[config.mk]
export PLATFORM = sky130hd
export DESIGN_NAME = usb_cmd_rx
export DESIGN_NICKNAME = d
export VERILOG_FILES = /design/src/rtl/usb_cmd_rx.sv
export SDC_FILE = /design/constraint.sdc
export NUM_CORES = 1
export LEC_CHECK = 0
export ABC_AREA = 1
export BUFFER_PORTS_ARGS = -buffer_cell sky130_fd_sc_hd__buf_2
export CAP_MARGIN = 40
export CELL_PAD_IN_SITES_DETAIL_PLACEMENT = 0
export CELL_PAD_IN_SITES_GLOBAL_PLACEMENT = 1
export CORE_MARGIN = 2
export CORE_UTILIZATION = 40
export DETAILED_ROUTE_END_ITERATION = 8
export GPL_TIMING_DRIVEN = 0
export PLACE_DENSITY_LB_ADDON = 0.1
export SYNTH_ARGS = -nofsm -noshare
export SYNTH_HDL_FRONTEND = slang
export SYNTH_SLANG_ARGS = --single-unit
[constraint.sdc]
create_clock -name clk -period 4.44 [get_ports clk]
set_input_delay 0.444 -clock clk [delete_from_list [all_inputs] [get_ports clk]]
set_output_delay 0.444 -clock clk [all_outputs]
set_load 0.005 [all_outputs]
[src/rtl/usb_cmd_rx.sv]
// usb_cmd_rx: host command receiver on the FT245 read path.
// Parses SYNC/ADDR/DHI/DLO/CSUM write frames into a bank of 16-bit
// configuration registers and answers each complete frame with ACK/NAK.
module usb_cmd_rx #(
  parameter int          NUM_REGS  = 8,
  parameter int          TIMEOUT   = 4000,
  parameter logic [7:0]  SYNC_BYTE = 8'hA5,
  parameter logic [7:0]  ACK_BYTE  = 8'h06,
  parameter logic [7:0]  NAK_BYTE  = 8'h15
) (
  input  logic                     clk,
  input  logic                     rst,
  input  logic [7:0]               rd_data,
  input  logic                     rd_empty,
  output logic                     rd_en,
  output logic [7:0]               tx_data,
  output logic                     tx_wren,
  input  logic                     tx_full,
  output logic [16*NUM_REGS-1:0]   regs_o,
  output logic                     wr_stb_o,
  output logic [7:0]               wr_addr_o,
  output logic [7:0]               err_cnt_o
);

  localparam int CW = $clog2(TIMEOUT + 1);
  localparam int IW = (NUM_REGS > 1) ? $clog2(NUM_REGS) : 1;

  typedef enum logic [2:0] {HUNT, ADDR, DHI, DLO, CSUM, RESP} state_t;

  typedef struct packed {
    logic [7:0] addr;
    logic [7:0] dhi;
    logic [7:0] dlo;
  } frame_t;

  state_t                     state;
  frame_t                     frm;
  logic                       inflight;   // rd_en was high last cycle; rd_data valid now
  logic [CW-1:0]              to_cnt;
  logic [7:0]                 resp;
  logic [NUM_REGS-1:0][15:0]  regs;

  logic mid_frame, to_hit, csum_ok, addr_ok;

  assign mid_frame = (state == ADDR) || (state == DHI) || (state == DLO) || (state == CSUM);
  assign to_hit    = mid_frame && (to_cnt == CW'(TIMEOUT - 1));
  assign csum_ok   = (rd_data == (frm.addr ^ frm.dhi ^ frm.dlo));
  assign addr_ok   = (int'(frm.addr) < NUM_REGS);

  // Pop only with nothing in flight, never while a response is pending,
  // and not on the cycle the frame is being abandoned for timeout.
  assign rd_en  = !rst && !rd_empty && !inflight && (state != RESP) && !to_hit;
  assign regs_o = regs;

  // Frame parser, register bank, response and error bookkeeping.
  always_ff @(posedge clk) begin
    if (rst) begin
      state     <= HUNT;
      frm       <= '0;
      inflight  <= 1'b0;
      to_cnt    <= '0;
      resp      <= '0;
      regs      <= '0;
      tx_data   <= '0;
      tx_wren   <= 1'b0;
      wr_stb_o  <= 1'b0;
      wr_addr_o <= '0;
      err_cnt_o <= '0;
    end else begin
      inflight <= rd_en;
      wr_stb_o <= 1'b0;
      tx_wren  <= 1'b0;
      if (to_hit) begin
        // Partial frame dropped; any byte landing this cycle is discarded.
        state  <= HUNT;
        to_cnt <= '0;
        if (err_cnt_o != 8'hFF) err_cnt_o <= err_cnt_o + 8'd1;
      end else begin
        case (state)
          HUNT: begin
            to_cnt <= '0;
            if (inflight && rd_data == SYNC_BYTE) state <= ADDR;
          end
          ADDR, DHI, DLO, CSUM: begin
            if (inflight) begin
              to_cnt <= '0;
              case (state)
                ADDR: begin frm.addr <= rd_data; state <= DHI;  end
                DHI:  begin frm.dhi  <= rd_data; state <= DLO;  end
                DLO:  begin frm.dlo  <= rd_data; state <= CSUM; end
                default: begin
                  if (csum_ok && addr_ok) begin
                    regs[frm.addr[IW-1:0]] <= {frm.dhi, frm.dlo};
                    wr_stb_o  <= 1'b1;
                    wr_addr_o <= frm.addr;
                    resp      <= ACK_BYTE;
                  end else begin
                    resp <= NAK_BYTE;
                    if (err_cnt_o != 8'hFF) err_cnt_o <= err_cnt_o + 8'd1;
                  end
                  state <= RESP;
                end
              endcase
            end else begin
              to_cnt <= to_cnt + 1'b1;
            end
          end
          RESP: begin
            if (!tx_full) begin
              tx_wren <= 1'b1;
              tx_data <= resp;
              state   <= HUNT;
            end
          end
          default: state <= HUNT;
        endcase
      end
    end
  end

endmodule

==> impl_metrics.xml <==
<?xml version="1.0" encoding="UTF-8"?>
<metrics>
  <group name="clock_tree">
    <metric name="ctsLongestPathBuffers" unit="">2</metric>
    <metric name="cts-buffers-inserted" unit="">17</metric>
    <metric name="cts.repair_timing.setup_buffer_count" unit="">0</metric>
    <metric name="hold_buffers" unit="">0</metric>
    <metric name="post_cts_resize_count" unit="">0</metric>
    <metric name="worstSkewPairLatency" unit="ps">440</metric>
    <metric name="root_buffer" unit="">sky130_fd_sc_hd__clkbuf_16</metric>
    <metric name="cts.htree.levels" unit="">4</metric>
    <metric name="tritoncts" unit="">yes</metric>
    <metric name="cts.clk_slew.worst_paths" unit="ps">70</metric>
    <metric name="clock_sinks" unit="">192</metric>
  </group>
  <group name="setup_path">
    <metric name="max_stage_delay" unit="ps">480</metric>
    <metric name="setup.worst_path.start_class" unit="">flip-flop</metric>
    <metric name="path_cells" unit="">clkinv_1, nand3_1, nand2_1, nand2_1, nand2_1, nor2_1, nand3_2, nor2_8, buf_6, buf_2, nand4_1, nand2_1, nor2_1</metric>
    <metric name="top_cell_by_count_worst_path" unit="">sky130_fd_sc_hd__nand2_1</metric>
    <metric name="critical_path.slowest_cell" unit="">sky130_fd_sc_hd__clkinv_1</metric>
    <metric name="path_delay_family" unit="">simple AND/OR/NAND/NOR gates</metric>
    <metric name="timing_worst_setup_path_type" unit="">reg -&gt; reg</metric>
    <metric name="required" unit="ps">4770</metric>
    <metric name="critical_path_peak_fanout" unit="">10</metric>
    <metric name="end_kind" unit="">flip-flop</metric>
    <metric name="cp_num_buf_inv" unit="">3</metric>
    <metric name="path_depth" unit="">13</metric>
    <metric name="critPathArrivalTime" unit="ps">3170</metric>
    <metric name="r2r_cells" unit="">13</metric>
  </group>
  <group name="grt">
    <metric name="maximum_number_of_pins_on_one_net_before_global_route_repair" unit="">17</metric>
    <metric name="grt_pass1_wl" unit="mm">39.0</metric>
    <metric name="grt_overall_usage" unit="">0.228</metric>
    <metric name="grt.overflow.total" unit="">0</metric>
    <metric name="initial_antenna_violation_count" unit="">0</metric>
    <metric name="grt_pass1_vias" unit="">7320</metric>
  </group>
  <group name="logic_synthesis">
    <metric name="netlist_area" unit="mm2">0.00838</metric>
    <metric name="synth_seq_area_share" unit="">0.459</metric>
    <metric name="yosys.area.top_type_share" unit="">0.459</metric>
    <metric name="syn_inst" unit="">1162</metric>
    <metric name="syn_area_per_cell" unit="um2">7.21</metric>
    <metric name="synth_top_cells_by_area" unit="">sky130_fd_sc_hd__dfxtp_1 (46%), sky130_fd_sc_hd__nor2_1 (14%), sky130_fd_sc_hd__nand2_1 (10%)</metric>
    <metric name="netlist-cell-type-count" unit="">32</metric>
    <metric name="synth_top_cell_by_area" unit="">sky130_fd_sc_hd__dfxtp_1</metric>
    <metric name="synth-warning-count" unit="">0</metric>
    <metric name="ys_ff_latch" unit="">192</metric>
  </group>
  <group name="drt">
    <metric name="antenna_left" unit="">0</metric>
    <metric name="detail_route.first_pass.iterations" unit="">5</metric>
    <metric name="vias" unit="">8186</metric>
    <metric name="detail_route.wl_per_cell" unit="um">15.6</metric>
    <metric name="remaining_drc_errors" unit="">0</metric>
    <metric name="vias_per_cell" unit="">5.03</metric>
    <metric name="drt_wl_total" unit="mm">25.4</metric>
    <metric name="number_of_drc_markers_in_iteration_0" unit="">502</metric>
  </group>
  <group name="place">
    <metric name="dp_hpwl" unit="mm">18.1</metric>
    <metric name="gp_congestion" unit="">0.855</metric>
    <metric name="postPlaceCellArea" unit="mm2">0.00954</metric>
    <metric name="numPortBuffers" unit="">161</metric>
  </group>
  <group name="floorplanning">
    <metric name="die_width" unit="um">149</metric>
    <metric name="initial_utilization" unit="">0.410</metric>
    <metric name="floorplan.die_area" unit="mm2">0.0221</metric>
    <metric name="design.portCount" unit="">167</metric>
    <metric name="die_h" unit="um">149</metric>
    <metric name="core" unit="mm2">0.0204</metric>
    <metric name="num_rows" unit="">52</metric>
  </group>
  <group name="power_and_ir_drop">
    <metric name="comb_power_share" unit="">0.031</metric>
    <metric name="seq_power_share" unit="">0.522</metric>
    <metric name="net_switching" unit="mW">0.756</metric>
    <metric name="netSwitchingFraction" unit="">0.229</metric>
    <metric name="power_report.internal_total" unit="mW">2.54</metric>
    <metric name="power.density_cell_area" unit="mW/mm2">327</metric>
    <metric name="p_clk_frac" unit="">0.446</metric>
    <metric name="irDropWorstVdd" unit="uV">253</metric>
    <metric name="cellLeakagePower" unit="nW">4.75</metric>
  </group>
  <group name="timing">
    <metric name="finalSetupViolCount" unit="">0</metric>
    <metric name="relative_slew_margins" unit="">0.542</metric>
    <metric name="fin_setup_tns" unit="ps">0</metric>
    <metric name="finalClockSkew" unit="ps">12.7</metric>
    <metric name="slew_violations" unit="">0</metric>
    <metric name="count_of_final_hold_check_violations" unit="">0</metric>
    <metric name="achievable-frequency" unit="MHz">353</metric>
    <metric name="timing_worst_slew_pin_value" unit="ps">686</metric>
    <metric name="timing.final.crit_period" unit="ps">2840</metric>
    <metric name="finalCritPeriodShare" unit="">0.639</metric>
    <metric name="unrepaired_setup_endpoints_after_global_routing" unit="">no</metric>
  </group>
  <group name="finish">
    <metric name="num_antenna_cells" unit="">0</metric>
    <metric name="drive_above_1_share" unit="">0.175</metric>
    <metric name="final-seq-area" unit="mm2">0.00384</metric>
    <metric name="finalNetCount" unit="">1359</metric>
    <metric name="multiInputGateArea" unit="mm2">0.00389</metric>
    <metric name="stdcell_area" unit="mm2">0.0101</metric>
    <metric name="layout.filler_cells" unit="">2195</metric>
    <metric name="area.growth.synth_to_final" unit="%">20.4</metric>
  </group>
  <group name="run_status">
    <metric name="result_of_the_run" unit="">finished clean</metric>
  </group>
  <group name="worst_hold_path">
    <metric name="min-delay-path-class" unit="">in -&gt; reg</metric>
    <metric name="whs_path_depth" unit="">2</metric>
  </group>
  <group name="flow_run">
    <metric name="max_cap_viol_count" unit="">0</metric>
  </group>
</metrics>
synth_stat cells (all sizes together):
| library cell | count |
|---|---|
| a211oi | 3 |
| a21oi | 47 |
| a221oi | 3 |
| a22oi | 3 |
| a311oi | 1 |
| buf | 42 |
| clkbuf | 40 |
| clkinv | 12 |
| conb | 1 |
| dfxtp | 192 |
| ha | 2 |
| inv | 54 |
| nand2 | 225 |
| nand3 | 33 |
| nand4 | 131 |
| nor2 | 317 |
| nor3 | 7 |
| nor3b | 2 |
| nor4 | 2 |
| o21ai | 33 |
| o21bai | 1 |
| or2 | 1 |
| xnor2 | 3 |
| xor2 | 7 |
through the flow:
step	std cells	hold slack, ps	power [mW]	utilization	worst slack [ps]
global placement	1596	412	1.86	0.467	1680
finish	1627	181	3.30	0.494	1600
global route	1627	177	3.41	0.494	1480
floorplan	1165	425	1.83	-	2540
detailed placement	1596	416	1.86	0.467	1650
CTS	1627	174	3.33	0.494	1650
worst reg2reg max path, delay by kind of cell, from the launching register on:
family | cells | cell delay [ps]
DFF | 1 | 340
and+or+nand+nor | 10 | 1460
buffers and inverters | 3 | 940
worst paths after layout:
| check | end | slack [ps] | startpoint |
|---|---|---|---|
| setup / recovery | regs_o[51]$_SDFFE_PP0P_ | 1600 | frm[5]$_SDFFE_PP0P_ |
| hold / removal | inflight$_SDFF_PP0_ | 180 | rd_empty |
| setup reg to reg | regs_o[51]$_SDFFE_PP0P_ | 1600 | frm[5]$_SDFFE_PP0P_ |
| hold reg to reg | wr_addr_o[3]$_SDFFE_PP0P_ | 430 | wr_addr_o[3]$_SDFFE_PP0P_ |
final cells by class:
cell class | count | area share
plain buffers | 82 | 0.0412
clock buffers | 19 | 0.0439
clock inverters | 12 | 0.0108
inverters | 66 | 0.0246
multi-input cells | 825 | 0.385
flip-flops and latches | 192 | 0.381
well taps | 270 | 0.0335
repair buffers | 161 | 0.0799
power by group through the flow:
stage / logic, mW / clock network [mW] / registers, mW
3_3_place_gp: 0.103 / 0 / 1.76
3_5_place_dp: 0.102 / 0 / 1.76
2_1_floorplan: 0.0676 / 0 / 1.76
5_1_grt: 0.116 / 1.58 / 1.72
6_report: 0.103 / 1.47 / 1.72
4_1_cts: 0.103 / 1.50 / 1.72
cell families (layout without fill, tap and decap cells):
family / after synthesis / count (layout) / synth area share
other: 1 / 4 / 0.000447
XOR/XNOR: 10 / 10 / 0.0104
AND/OR/NAND/NOR: 718 / 718 / 0.390
flip-flops: 192 / 192 / 0.459
buffers and inverters: 148 / 340 / 0.0791
AO/OA/AOI/OAI: 91 / 91 / 0.0582
adder cells (fa/ha/maj): 2 / 2 / 0.00298
flip-flops by register name (all words and copies together), names as in the netlist, 3 cells and up:
signal,cells
regs_o,128
wr_addr_o,8
state,3
frm,24
tx_data,3
to_cnt,12
resp,3
err_cnt_o,8
cell usage in the layout, fill, tap and decap left out, types with 2 or more instances in the layout:
cell type,synthesis,routed
sky130_fd_sc_hd__clkinv_1,12,12
sky130_fd_sc_hd__nand2_8,2,2
sky130_fd_sc_hd__clkinv_2,0,4
sky130_fd_sc_hd__clkinv_4,0,2
sky130_fd_sc_hd__inv_1,52,52
sky130_fd_sc_hd__nor4_1,2,2
sky130_fd_sc_hd__o21ai_0,32,32
sky130_fd_sc_hd__a21oi_1,47,47
sky130_fd_sc_hd__buf_1,11,11
sky130_fd_sc_hd__nor3b_1,2,2
sky130_fd_sc_hd__buf_4,5,5
sky130_fd_sc_hd__clkbuf_1,40,41
sky130_fd_sc_hd__nand2_1,223,223
sky130_fd_sc_hd__inv_6,0,3
sky130_fd_sc_hd__clkbuf_16,0,17
sky130_fd_sc_hd__xnor2_1,3,3
sky130_fd_sc_hd__dfxtp_1,192,192
sky130_fd_sc_hd__conb_1,1,4
sky130_fd_sc_hd__a22oi_1,3,3
sky130_fd_sc_hd__nand4_1,131,131
sky130_fd_sc_hd__ha_1,2,2
sky130_fd_sc_hd__buf_6,9,9
sky130_fd_sc_hd__clkinvlp_4,0,2
sky130_fd_sc_hd__a211oi_1,3,3
sky130_fd_sc_hd__nor2_8,9,9
sky130_fd_sc_hd__nor3_1,7,7
sky130_fd_sc_hd__buf_2,17,178
sky130_fd_sc_hd__inv_2,2,2
sky130_fd_sc_hd__xor2_1,7,7
sky130_fd_sc_hd__nor2_1,308,308
sky130_fd_sc_hd__nand3_1,32,32
sky130_fd_sc_hd__a221oi_1,3,3
layer usage:
metal	wire, um	share of wire	track usage	up-vias
li1	-	-	-	4164
met1	12300	0.48	0.320	3761
met2	11400	0.45	0.367	224
met3	1370	0.054	0.0291	37
met4	403	0.016	0.0733	0
met5	0	0	0	-
Note: power is estimated with default switching activity, not from simulation.
